===== config.mk =====
export PLATFORM = sky130hd
export DESIGN_NAME = life_ctrl
export DESIGN_NICKNAME = d
export VERILOG_FILES = /design/src/rtl/life_ctrl.sv
export SDC_FILE = /design/constraint.sdc
export NUM_CORES = 1
export LEC_CHECK = 0
export ABC_AREA = 1
export CORE_UTILIZATION = 52
export CTS_BUF_LIST = sky130_fd_sc_hd__clkbuf_16
export DETAILED_ROUTE_END_ITERATION = 16
export PLACE_DENSITY = 0.84
export RECOVER_POWER = 25
export SLEW_MARGIN = 20
export SYNTH_ARGS = -nofsm -noshare
export SYNTH_HDL_FRONTEND = slang
export SYNTH_SLANG_ARGS = --single-unit

===== constraint.sdc =====
create_clock -name clk -period 1.55 [get_ports clk]
set_clock_uncertainty 0.05 [all_clocks]
set_input_delay 0.465 -clock clk [delete_from_list [all_inputs] [get_ports clk]]
set_output_delay 0.465 -clock clk [all_outputs]
set_load 0.1 [all_outputs]

===== src/rtl/life_ctrl.sv =====
// ---------------------------------------------------------------------------
// life_ctrl -- edit/step sequencer for the Life engine.
//
// Sits between the cap_touch key decoder and the life datapath. Key codes are
// turned into cursor moves, cell-flip strobes and generation-step requests,
// and completed generations are counted.
//
// Optional feature, enabled by defining LIFE_AUTORUN_EN:
//   auto-run scheduler (RUN_WAIT / RUN_STEP states, period counter,
//   stop_pending, running flag). When undefined, only EDIT and STEP exist,
//   key code 7 performs no action and running is tied low.
//
// Parameters:
//   X, Y        board width / height in cells
//   LOG2X/LOG2Y cursor widths (2**LOG2X >= X, 2**LOG2Y >= Y)
//   CNT_W       generation counter width
//   RUN_PERIOD  clocks from step_done to the next auto-run step_req (>= 2)
//
// Ports:
//   clk        in   system clock, rising edge
//   reset      in   synchronous, active-high
//   keys       in   3-bit key code (0 none,1 up,2 down,3 left,4 right,
//                   5 flip,6 next,7 run/stop)
//   step_done  in   one-cycle pulse: requested generation written back
//   step_req   out  level request for one generation, held until step_done
//   flip_stb   out  one-cycle strobe: invert cell at (cur_x, cur_y)
//   cur_x      out  cursor column
//   cur_y      out  cursor row
//   running    out  high while auto-run is active
//   gen_count  out  completed generations, wraps modulo 2**CNT_W
// ---------------------------------------------------------------------------
module life_ctrl #(
  parameter int X          = 16,
  parameter int Y          = 16,
  parameter int LOG2X      = 4,
  parameter int LOG2Y      = 4,
  parameter int CNT_W      = 16,
  parameter int RUN_PERIOD = 4096
) (
  input  logic             clk,
  input  logic             reset,
  input  logic [2:0]       keys,
  input  logic             step_done,
  output logic             step_req,
  output logic             flip_stb,
  output logic [LOG2X-1:0] cur_x,
  output logic [LOG2Y-1:0] cur_y,
  output logic             running,
  output logic [CNT_W-1:0] gen_count
);

  // Key codes
  localparam logic [2:0] KEY_NONE  = 3'd0;
  localparam logic [2:0] KEY_UP    = 3'd1;
  localparam logic [2:0] KEY_DOWN  = 3'd2;
  localparam logic [2:0] KEY_LEFT  = 3'd3;
  localparam logic [2:0] KEY_RIGHT = 3'd4;
  localparam logic [2:0] KEY_FLIP  = 3'd5;
  localparam logic [2:0] KEY_NEXT  = 3'd6;
  localparam logic [2:0] KEY_RUN   = 3'd7;

  // Cursor limits and home position
  localparam logic [LOG2X-1:0] X_LAST = LOG2X'(X - 1);
  localparam logic [LOG2Y-1:0] Y_LAST = LOG2Y'(Y - 1);
  localparam logic [LOG2X-1:0] X_HOME = LOG2X'(X / 2);
  localparam logic [LOG2Y-1:0] Y_HOME = LOG2Y'(Y / 2);

`ifdef LIFE_AUTORUN_EN
  typedef enum logic [1:0] {EDIT, STEP, RUN_WAIT, RUN_STEP} state_e;

  // The counter counts RUN_PERIOD-1 down to 0, so clog2 bits are enough.
  localparam int              CW     = $clog2(RUN_PERIOD);
  localparam logic [CW-1:0]   RELOAD = CW'(RUN_PERIOD - 1);
`else
  typedef enum logic {EDIT, STEP} state_e;

  // Period parameter is referenced only in the auto-run build.
  localparam int unused_run_period = RUN_PERIOD;
`endif

  // -------------------------------------------------------------------------
  // Key path: two-stage register, then a registered event code. An event is
  // a nonzero code that differs from the previous sample, so a held key
  // yields one event and a direct change between codes yields a new one.
  // ev_q holds the event code for one cycle (KEY_NONE when no event).
  // -------------------------------------------------------------------------
  logic [2:0] k1_q;
  logic [2:0] k2_q;
  logic [2:0] ev_q;

  // NOTE: clocked state is written with non-blocking (<=) assignments so
  // every register samples the pre-edge values of the others; blocking
  // assignments here would collapse the k1 -> k2 pipeline into one stage.
  always_ff @(posedge clk) begin
    if (reset) begin
      k1_q <= KEY_NONE;
      k2_q <= KEY_NONE;
      ev_q <= KEY_NONE;
    end else begin
      k1_q <= keys;
      k2_q <= k1_q;
      ev_q <= ((k1_q != KEY_NONE) && (k1_q != k2_q)) ? k1_q : KEY_NONE;
    end
  end

  // -------------------------------------------------------------------------
  // Sequencer state
  // -------------------------------------------------------------------------
  state_e            state_q, state_d;
  logic [LOG2X-1:0]  x_q, x_d;
  logic [LOG2Y-1:0]  y_q, y_d;
  logic              req_q, req_d;
  logic              flip_q, flip_d;
  logic [CNT_W-1:0]  gen_q, gen_d;

  // A step_done only counts while a request is outstanding; stray pulses
  // from the engine are ignored.
  logic step_ack;
  assign step_ack = step_done & req_q;

`ifdef LIFE_AUTORUN_EN
  logic              run_q, run_d;
  logic              stop_q, stop_d;
  logic [CW-1:0]     cnt_q, cnt_d;
  logic              run_ev;

  assign run_ev = (ev_q == KEY_RUN);
`endif

  // Next-state and output logic
  // NOTE: every variable gets a default at the top of this block, so no
  // path leaves one unassigned and no latch is inferred.
  always_comb begin
    state_d = state_q;
    x_d     = x_q;
    y_d     = y_q;
    req_d   = req_q;
    flip_d  = 1'b0;
    gen_d   = gen_q;
`ifdef LIFE_AUTORUN_EN
    run_d   = run_q;
    stop_d  = stop_q;
    cnt_d   = cnt_q;
`endif

    case (state_q)
      EDIT: begin
        case (ev_q)
          KEY_UP:    y_d = (y_q == '0)     ? Y_LAST : y_q - LOG2Y'(1);
          KEY_DOWN:  y_d = (y_q == Y_LAST) ? '0     : y_q + LOG2Y'(1);
          KEY_LEFT:  x_d = (x_q == '0)     ? X_LAST : x_q - LOG2X'(1);
          KEY_RIGHT: x_d = (x_q == X_LAST) ? '0     : x_q + LOG2X'(1);
          KEY_FLIP:  flip_d = 1'b1;
          KEY_NEXT: begin
            req_d   = 1'b1;
            state_d = STEP;
          end
          KEY_RUN: begin
`ifdef LIFE_AUTORUN_EN
            cnt_d   = RELOAD;
            run_d   = 1'b1;
            state_d = RUN_WAIT;
`endif
          end
          default: ;
        endcase
      end

      // Key events are dropped while a manual step is in flight.
      STEP: begin
        if (step_ack) begin
          req_d   = 1'b0;
          gen_d   = gen_q + CNT_W'(1);
          state_d = EDIT;
        end
      end

`ifdef LIFE_AUTORUN_EN
      // A stop request wins over the counter expiring in the same cycle.
      RUN_WAIT: begin
        if (run_ev) begin
          run_d   = 1'b0;
          state_d = EDIT;
        end else if (cnt_q == '0) begin
          req_d   = 1'b1;
          state_d = RUN_STEP;
        end else begin
          cnt_d = cnt_q - CW'(1);
        end
      end

      // A run event arriving with step_done in the same cycle still stops,
      // so the pending flag is combined with the live event here.
      RUN_STEP: begin
        if (step_ack) begin
          req_d = 1'b0;
          gen_d = gen_q + CNT_W'(1);
          if (stop_q | run_ev) begin
            run_d   = 1'b0;
            stop_d  = 1'b0;
            state_d = EDIT;
          end else begin
            cnt_d   = RELOAD;
            state_d = RUN_WAIT;
          end
        end else begin
          stop_d = stop_q | run_ev;
        end
      end
`endif

      default: state_d = EDIT;
    endcase
  end

  always_ff @(posedge clk) begin
    if (reset) begin
      state_q <= EDIT;
      x_q     <= X_HOME;
      y_q     <= Y_HOME;
      req_q   <= 1'b0;
      flip_q  <= 1'b0;
      gen_q   <= '0;
    end else begin
      state_q <= state_d;
      x_q     <= x_d;
      y_q     <= y_d;
      req_q   <= req_d;
      flip_q  <= flip_d;
      gen_q   <= gen_d;
    end
  end

`ifdef LIFE_AUTORUN_EN
  always_ff @(posedge clk) begin
    if (reset) begin
      run_q  <= 1'b0;
      stop_q <= 1'b0;
      cnt_q  <= '0;
    end else begin
      run_q  <= run_d;
      stop_q <= stop_d;
      cnt_q  <= cnt_d;
    end
  end

  assign running = run_q;
`else
  assign running = 1'b0;
`endif

  // All outputs come straight from registers.
  assign step_req  = req_q;
  assign flip_stb  = flip_q;
  assign cur_x     = x_q;
  assign cur_y     = y_q;
  assign gen_count = gen_q;

endmodule


# [Yosys cells after proc, flatten, opt, wreduce, memory -nomap -nowiden]
# Index checks and enable logic that the tools add are counted.
[totals] mem_bits_ro=0 mem_bits_rw=0 inputBits=6 out_inout_bits=27 word_cells=53 memories=0 latch_bits=0 regBits=36
[op_classes] n_eq_ne=11 muxes=13 addsub=5 order_cmp=0 n_reduce_logical=12 mul=0 n_shift=0 div_mod_pow=0 n_bitwise=3
[ops] operator="$add A16 B1 Y16 const B" n=1
[ops] operator="$mux W4" n=4
[ops] operator="$pmux W4 S2" n=2
[ops] operator="$eq A3 B3 Y1 const B" n=3
[ops] operator="$add A4 B1 Y4 const B" n=2
[ops] operator="$eq A4 B4 Y1 const B" n=2
[ops] operator="$logic_not A4 Y1" n=2
[ops] operator="$reduce_and A2 Y1" n=4
[ops] operator="$sub A4 B1 Y4 const B" n=2
[ops] operator="$eq A3 B2 Y1 const B" n=2
[ops] operator="$mux W1" n=5
[ops] operator="$ne A2 B1 Y1 const B" n=2
[ops] operator="$pmux W1 S2" n=2
[ops] operator="$reduce_bool A2 Y1" n=2
[ops] operator="$reduce_or A2 Y1" n=2
[ops] operator="$eq A3 B1 Y1 const B" n=1
[ops] operator="$ne A3 B3 Y1" n=1
[ops] operator="$reduce_bool A3 Y1" n=1
[ops] operator="$not A1 Y1" n=2
[ops] operator="$and A1 B1 Y1" n=1
[ops] operator="$logic_and A1 B1 Y1" n=1

# [Logic depth before layout (Yosys ltp)]
# Gate-level depths: netlist of run 1.
[depth] word_depth=4 depth_mapped=8 mapped_depth_nobuf=8

# [Least setup slack after synthesis of run 1]
# OpenSTA, ideal clock, no wires.
[synth_path] path_type="reg-to-reg" start="register gen_q[1], in the netlist gen_count[1]" end="register gen_q[10], in the netlist gen_count[10]" stages_incl_launch_ff=7 t_required_ns=1.381 setup_ns=0.119 period_less_slack_ns=2.129 path_slack_ns=-0.579 t_arrival_ns=1.960 cell_sequence="dfxtp_1 > ha_1 > nand3_1 > nor2_8 > nand2_4 > nor3b_1 > nor2_1"
[synth_between] elab_chain_cells=1
[synth_lines] element="from (decl)" line_no="114" text="logic [CNT_W-1:0] gen_q, gen_d;"
[synth_lines] element="from (signal assigned)" line_no="230" text="gen_q <= gen_d;"
[synth_lines] element="$add A16 B1 Y16" line_no="173" text="gen_d = gen_q + CNT_W'(1);"
# No other way between the ends.
# A chain may end at the register's enable or synchronous reset.

# [Worst setup path in the final report of run 1]
[layout_path] start="register y_q[2], in the netlist cur_y[2]" end="output cur_y[2]"
[layout_rtl] element="from (decl)" line_no="111" text="logic [LOG2Y-1:0] y_q, y_d;"
[layout_rtl] element="from (signal assigned)" line_no="227" text="y_q <= y_d;"
[layout_rtl] element="to (decl)" line_no="47" text="output logic [LOG2Y-1:0] cur_y,"
# No word-level cell between the ends.

==> impl_metrics.yaml, run 1 <==
status:
  run_status: "finished clean"
place:
  detailed_place_hpwl_um: 3039
  pre_cts_ws_ps: -320.6
  place_area_um2: 2589
  place.gp.congestion: 0.8464
  numPortBuffers: 31
cells_and_area:
  n_antenna_cell: 0
  fillCellCount: 207
  design_area_um2: 2736
  area_growth_pct: 45.41
  finalNetCount: 323
  layout-drive-gt1-share: 0.2396
critical_path:
  path_max_fanout: 9
  cp.depth: 1
  required_ps: 1030
  cp-start-kind: "flip-flop"
  cp_num_buf_inv: 1
  cp_slowest_cell: "dfxtp_2"
  cp.arrival_ps: 940
  crit_type: "flip-flop to output port"
  path_cells: "buf_12"
  max_stage_delay_ps: 450
  cp_top_family: "flip-flops"
  cp-end-kind: "output port"
  reg2regPathDepth: 6
detailed_routing:
  route.detailed.drc: 0
  wl_um: 4242
  via_count: 1841
  wl_met1_um: 1771
  routed_via_density: 5.128
  wl_met3_um: 167
  routedWlPerCell_um: 11.82
  top_layer_used: "met4"
  ant_nets: 0
  route.met2.wl_um: 2193
  firstDrtPassIters: 4
  drtIter0Drc: 116
clock_network:
  cts_tree: "yes"
  cts_root_buffer: "clkbuf_16"
  cts.htree.levels: 2
  path_clk_slew_ps: 50
  cts_sinks: 36
  clk_latency_ps: 280
  clockBufferDepth: 2
  numCtsBuffers: 5
power_and_ir_drop:
  power.density_nw_per_um2: 843.1
  p_leak_nw: 1.271
  peakVddDrop_mv: 0.7859
  totalPowerFinal_mw: 2.307
floorplanning:
  die-area_um2: 3863
  fp.dieH_um: 62.16
  start_util: 0.5552
  boundaryPins: 33
  core_um2: 3390
  rows: 21
  fp.dieW_um: 62.16
synthesis:
  synth_top_area_share: 0.3830
  synth-seq-area-share: 0.3830
  yosysUniqueCellTypes: 30
  synth_nets: 280
  yosysWarnings: 0
  synth_area_leaders: "dfxtp_1 (38%), nand2_1 (13%), nor2_1 (8.2%), inv_1 (8.0%), nand3_1 (5.1%)"
  synth.largest_area_cell: "dfxtp_1"
  ys_seq_elements: 36
  syn-instance-count: 269
  netlist_area_um2: 1882
  syn_area_per_cell_um2: 6.996
timing:
  timing.fmax_mhz: 685.3
  period_share: 0.9414
  period_needed_ps: 1459
  setup_ws_ps: 90.81
  hold_violations: 0
  drv_slew: 0
  finalSetupViolCount: 0
global_routing:
  antenna_found_initial: 0
  grt_max_degree: 11
  grt_usage: 0.2450
  first_global_vias: 1686
  gr-total-overflow: 0
  grt_pass1_wl_um: 7334
run:
  drv_cap: 0
min_path:
  holdPathStages: 2
  hold_class: "flip-flop to flip-flop"
[area by class of cell]
class | instances | area (um2) | area share
Sequential cell | 36 | 773.2 | 0.2826
Tap cell | 46 | 57.56 | 0.02103
Clock inverter | 3 | 11.26 | 0.004115
Multi-Input combinational cell | 186 | 978.4 | 0.3576
Inverter | 41 | 153.9 | 0.05624
Timing Repair Buffer | 42 | 636.9 | 0.2327
Clock buffer | 5 | 125.1 | 0.04572
[registers in the layout, summed over array words and instances (netlist names)]
name,count
k2_q,3
step_req,1
cur_y,4
state_q,1
gen_count,16
flip_stb,1
cur_x,4
k1_q,3
ev_q,3
[repair_timing]
action | in CTS | in global routing
gates resized for setup | 1 | 1
buffers inserted | 3 | 0
hold buffers | 0 | 0
pin swaps | 2 | 0
endpoints found under the setup margin | 4 | 1
hold endpoints to repair | 0 | 0
[per-stage QoR]
stage,utilization,TNS (ps),hold WS (ps),instances
CTS,0.8103,0,403.2,359
floorplan,-,-3.432,377.1,269
finish,0.8073,0,402.0,359
detailed placement,0.7638,-3776,396.7,348
global placement,0.7638,-3203,384.7,348
global route,0.8073,-7.881,418.5,359
[cell families after synthesis]
logic type / count (synthesis) / share of synthesized area
adders and majority gates: 5 / 0.03324
other: 1 / 0.001993
DFF: 36 / 0.3830
buffers and inverters: 47 / 0.09972
xor gates and xnor gates: 10 / 0.04654
AOI/OAI and AO/OA: 30 / 0.08776
and+or+nand+nor: 140 / 0.3477
[final timing paths]
kind / from / to / slack, ps
worst max register to register: gen_count[0]$_SDFFE_PP0P_ / gen_count[10]$_SDFFE_PP0P_ / 120
worst min register to register: k1_q[1]$_SDFF_PP0_ / k2_q[1]$_SDFF_PP0_ / 400
worst max-delay path: cur_y[2]$_SDFFE_PP0P_ / cur_y[2] / 90
worst min-delay path: k1_q[1]$_SDFF_PP0_ / k2_q[1]$_SDFF_PP0_ / 400
[cells in the mapped netlist]
master	number
dfxtp_1	36
xor2_1	4
xnor2_1	6
nand3_1	19
nand3_2	2
o21ai_0	5
nor2_8	2
a21oi_1	17
o21bai_2	1
ha_1	5
nor2_2	1
a21oi_2	1
nand2_1	63
buf_1	1
nand3_4	1
nor3_1	1
nand2_4	1
nor2_1	41
o21ai_1	4
nor3b_1	1
buf_4	2
inv_1	40
nand4_1	5
buf_2	3
nor4_1	1
conb_1	1
inv_2	1
nor2_4	1
nor3b_2	1
o21a_1	2
[power breakdown]
group          leakage [nW]  total, mW  internal [mW]  switching (mW)
registers             0.305      0.990          0.945          0.0447
clock network        0.0738      0.936          0.577           0.359
logic                 0.892      0.381          0.141           0.240
total                  1.27       2.31           1.66           0.644
[tightest hold or removal path, stage by stage, from the launching register on]
cell and delay [ps]:
dfxtp_1 320, inv_1 50, nor2_1 40
[routing by layer]
layer  up-vias  GRT usage
li1        933          -
met1       853     0.2594
met2        45     0.4409
met3        10    0.06985
met4         0     0.1221
met5         -          0
[placed cells by master (no fill, tap or decap), types with 3 or more instances in the layout]
cell type | netlist | layout
nor2_1 | 41 | 41
xor2_1 | 4 | 4
nand3_2 | 2 | 3
dfxtp_4 | 0 | 9
nand2_1 | 63 | 63
xnor2_1 | 6 | 6
o21ai_1 | 4 | 4
dfxtp_2 | 0 | 15
o21ai_0 | 5 | 5
nand4_1 | 5 | 5
clkdlybuf4s50_1 | 0 | 3
dfxtp_1 | 36 | 12
buf_12 | 0 | 26
clkbuf_1 | 0 | 4
nand3_1 | 19 | 18
a21oi_1 | 17 | 17
buf_4 | 2 | 7
inv_1 | 40 | 42
clkbuf_16 | 0 | 5
ha_1 | 5 | 5
(Power assumes the default switching activity.)
==> run 2, diff against run 1 <==
Settings changed: TNS_END_PERCENT from default to 30.
==> run 2 against run 1 <==
Count of clock-buffer cells in the layout stayed put. Combinational power increased by 3%. Cell count decreased by 0.84%. Fmax fell by 0.73%. Largest cell class unchanged.
==> impl_metrics.yaml, run 2 (same netlist as run 1, synthesis figures left out) <==
clock_network:
  clk_latency_ps: 280
  cts.htree.levels: 2
  path_clk_slew_ps: 60
  cts_root_buffer: "clkbuf_16"
  cts_tree: "yes"
  cts_sinks: 36
  numCtsBuffers: 5
  clockBufferDepth: 2
timing:
  rsz0062_at_grt: "false"
  period_share: 0.9483
  drv_slew: 0
  setup_ws_ps: 80.07
  timing.fmax_mhz: 680.3
  finalSetupViolCount: 0
  period_needed_ps: 1470
  hold_violations: 0
global_routing:
  grt_usage: 0.2654
  grt_max_degree: 13
  grt_pass1_wl_um: 7976
  antenna_found_initial: 0
  gr-total-overflow: 0
  first_global_vias: 1815
cells_and_area:
  fin_util: 0.8018
  n_antenna_cell: 0
  finalNetCount: 320
  area_growth_pct: 44.42
  final_common_cell: "nand2_1"
  design_area_um2: 2718
  layout-drive-gt1-share: 0.2419
  largest_register_ff_count: 16
  final_cell_mix: "nand2_1 (63), nor2_1 (41), inv_1 (40)"
detailed_routing:
  drtIter0Drc: 89
  route.detailed.drc: 0
  wl_met1_um: 1826
  routedWlPerCell_um: 13.14
  route.met2.wl_um: 2499
  routed_via_density: 5.135
  firstDrtPassIters: 4
  wl_um: 4677
  wl_met3_um: 230
  top_layer_used: "met4"
  via_count: 1828
  ant_nets: 0
critical_path:
  r2r_start: "gen_count[0]$_SDFFE_PP0P_"
  crit_path_start: "cur_x[2]$_SDFFE_PP0P_"
  cp_num_buf_inv: 1
  cp-start-kind: "flip-flop"
  max_stage_delay_ps: 460
  crit_type: "flip-flop to output port"
  r2r_setup_slack_ps: 130
  path_cells: "buf_12"
  endpoint: "cur_x[2]"
  cp_slowest_cell: "dfxtp_2"
  cp_top_family: "flip-flops"
  required_ps: 1030
  cp-end-kind: "output port"
  path_max_fanout: 9
  cp.depth: 1
  cp.arrival_ps: 950
  r2r_end: "gen_count[10]$_SDFFE_PP0P_"
  reg2regPathDepth: 6
floorplanning:
  start_util: 0.5552
  die-area_um2: 3863
  core_um2: 3390
  fp.dieW_um: 62.16
  fp.dieH_um: 62.16
  rows: 21
  boundaryPins: 33
place:
  numPortBuffers: 31
  place.gp.congestion: 0.8469
  pre_cts_ws_ps: -292.7
  detailed_place_hpwl_um: 3147
  place_area_um2: 2580
power_and_ir_drop:
  power.density_nw_per_um2: 869.1
  peakVddDrop_mv: 0.9738
  p_leak_nw: 1.262
status:
  run_status: "finished clean"
run:
  drv_cap: 0
min_path:
  hold_class: "flip-flop to flip-flop"
[run 2: changes by cell type in the layout (fill, tap and decap cells not counted)]
cell	change
clkbuf_1	-3
dfxtp_4	-3
inv_1	-2
dfxtp_2	+2
inv_4	+1
dfxtp_1	+1
nand3_2	-1
clkinvlp_4	+1
nand3_1	+1
[run 2: area by class of cell]
type | count | area, um2
clock buffer | 5 | 125.1
clock inverter | 3 | 17.52
fill | 214 | 671.9
inverter | 41 | 153.9
multi-input combinational | 186 | 973.4
sequential | 36 | 764.5
tap | 46 | 57.56
timing repair buffer | 39 | 625.6
[run 2: worst min path at each step]
stage	startpoint	end	cells after the start
after detailed placement	k1_q[2]$_SDFF_PP0_	k2_q[2]$_SDFF_PP0_	2
after global routing	k1_q[0]$_SDFF_PP0_	k2_q[0]$_SDFF_PP0_	2
after CTS	k1_q[2]$_SDFF_PP0_	k2_q[2]$_SDFF_PP0_	2
after floorplan	k1_q[0]$_SDFF_PP0_	k2_q[0]$_SDFF_PP0_	2
after global placement	k1_q[0]$_SDFF_PP0_	k2_q[0]$_SDFF_PP0_	2
final	k1_q[2]$_SDFF_PP0_	k2_q[2]$_SDFF_PP0_	2
[run 2: where the power goes]
part,switching (mW),internal [mW],total [mW]
Clock,0.387,0.590,0.977
Combinational,0.247,0.145,0.392
Sequential,0.0468,0.946,0.993
[run 2: what timing repair did]
item,CTS,global route
gates resized for setup,1,0
setup endpoints to repair,3,0
hold buffers,0,0
buffers inserted,0,0
[run 2: routing by layer]
| metal | vias to the layer above | track usage |
|---|---|---|
| met1 | 839 | 0.2747 |
| met2 | 55 | 0.4863 |
| met4 | 0 | 0.1424 |
| met5 | - | 0 |
| li1 | 919 | - |
| met3 | 15 | 0.06801 |
[run 2: per-stage QoR]
step	setup TNS (ps)	std cells	power (mW)	hold slack (ps)
after floorplan	-64.04	269	1.270	377.1
after CTS	0	356	2.374	403.3
after global placement	-3212	348	1.379	385.7
after detailed placement	-4309	348	1.392	395.9
after global routing	0	356	2.448	427.5
final	0	356	2.362	399.9
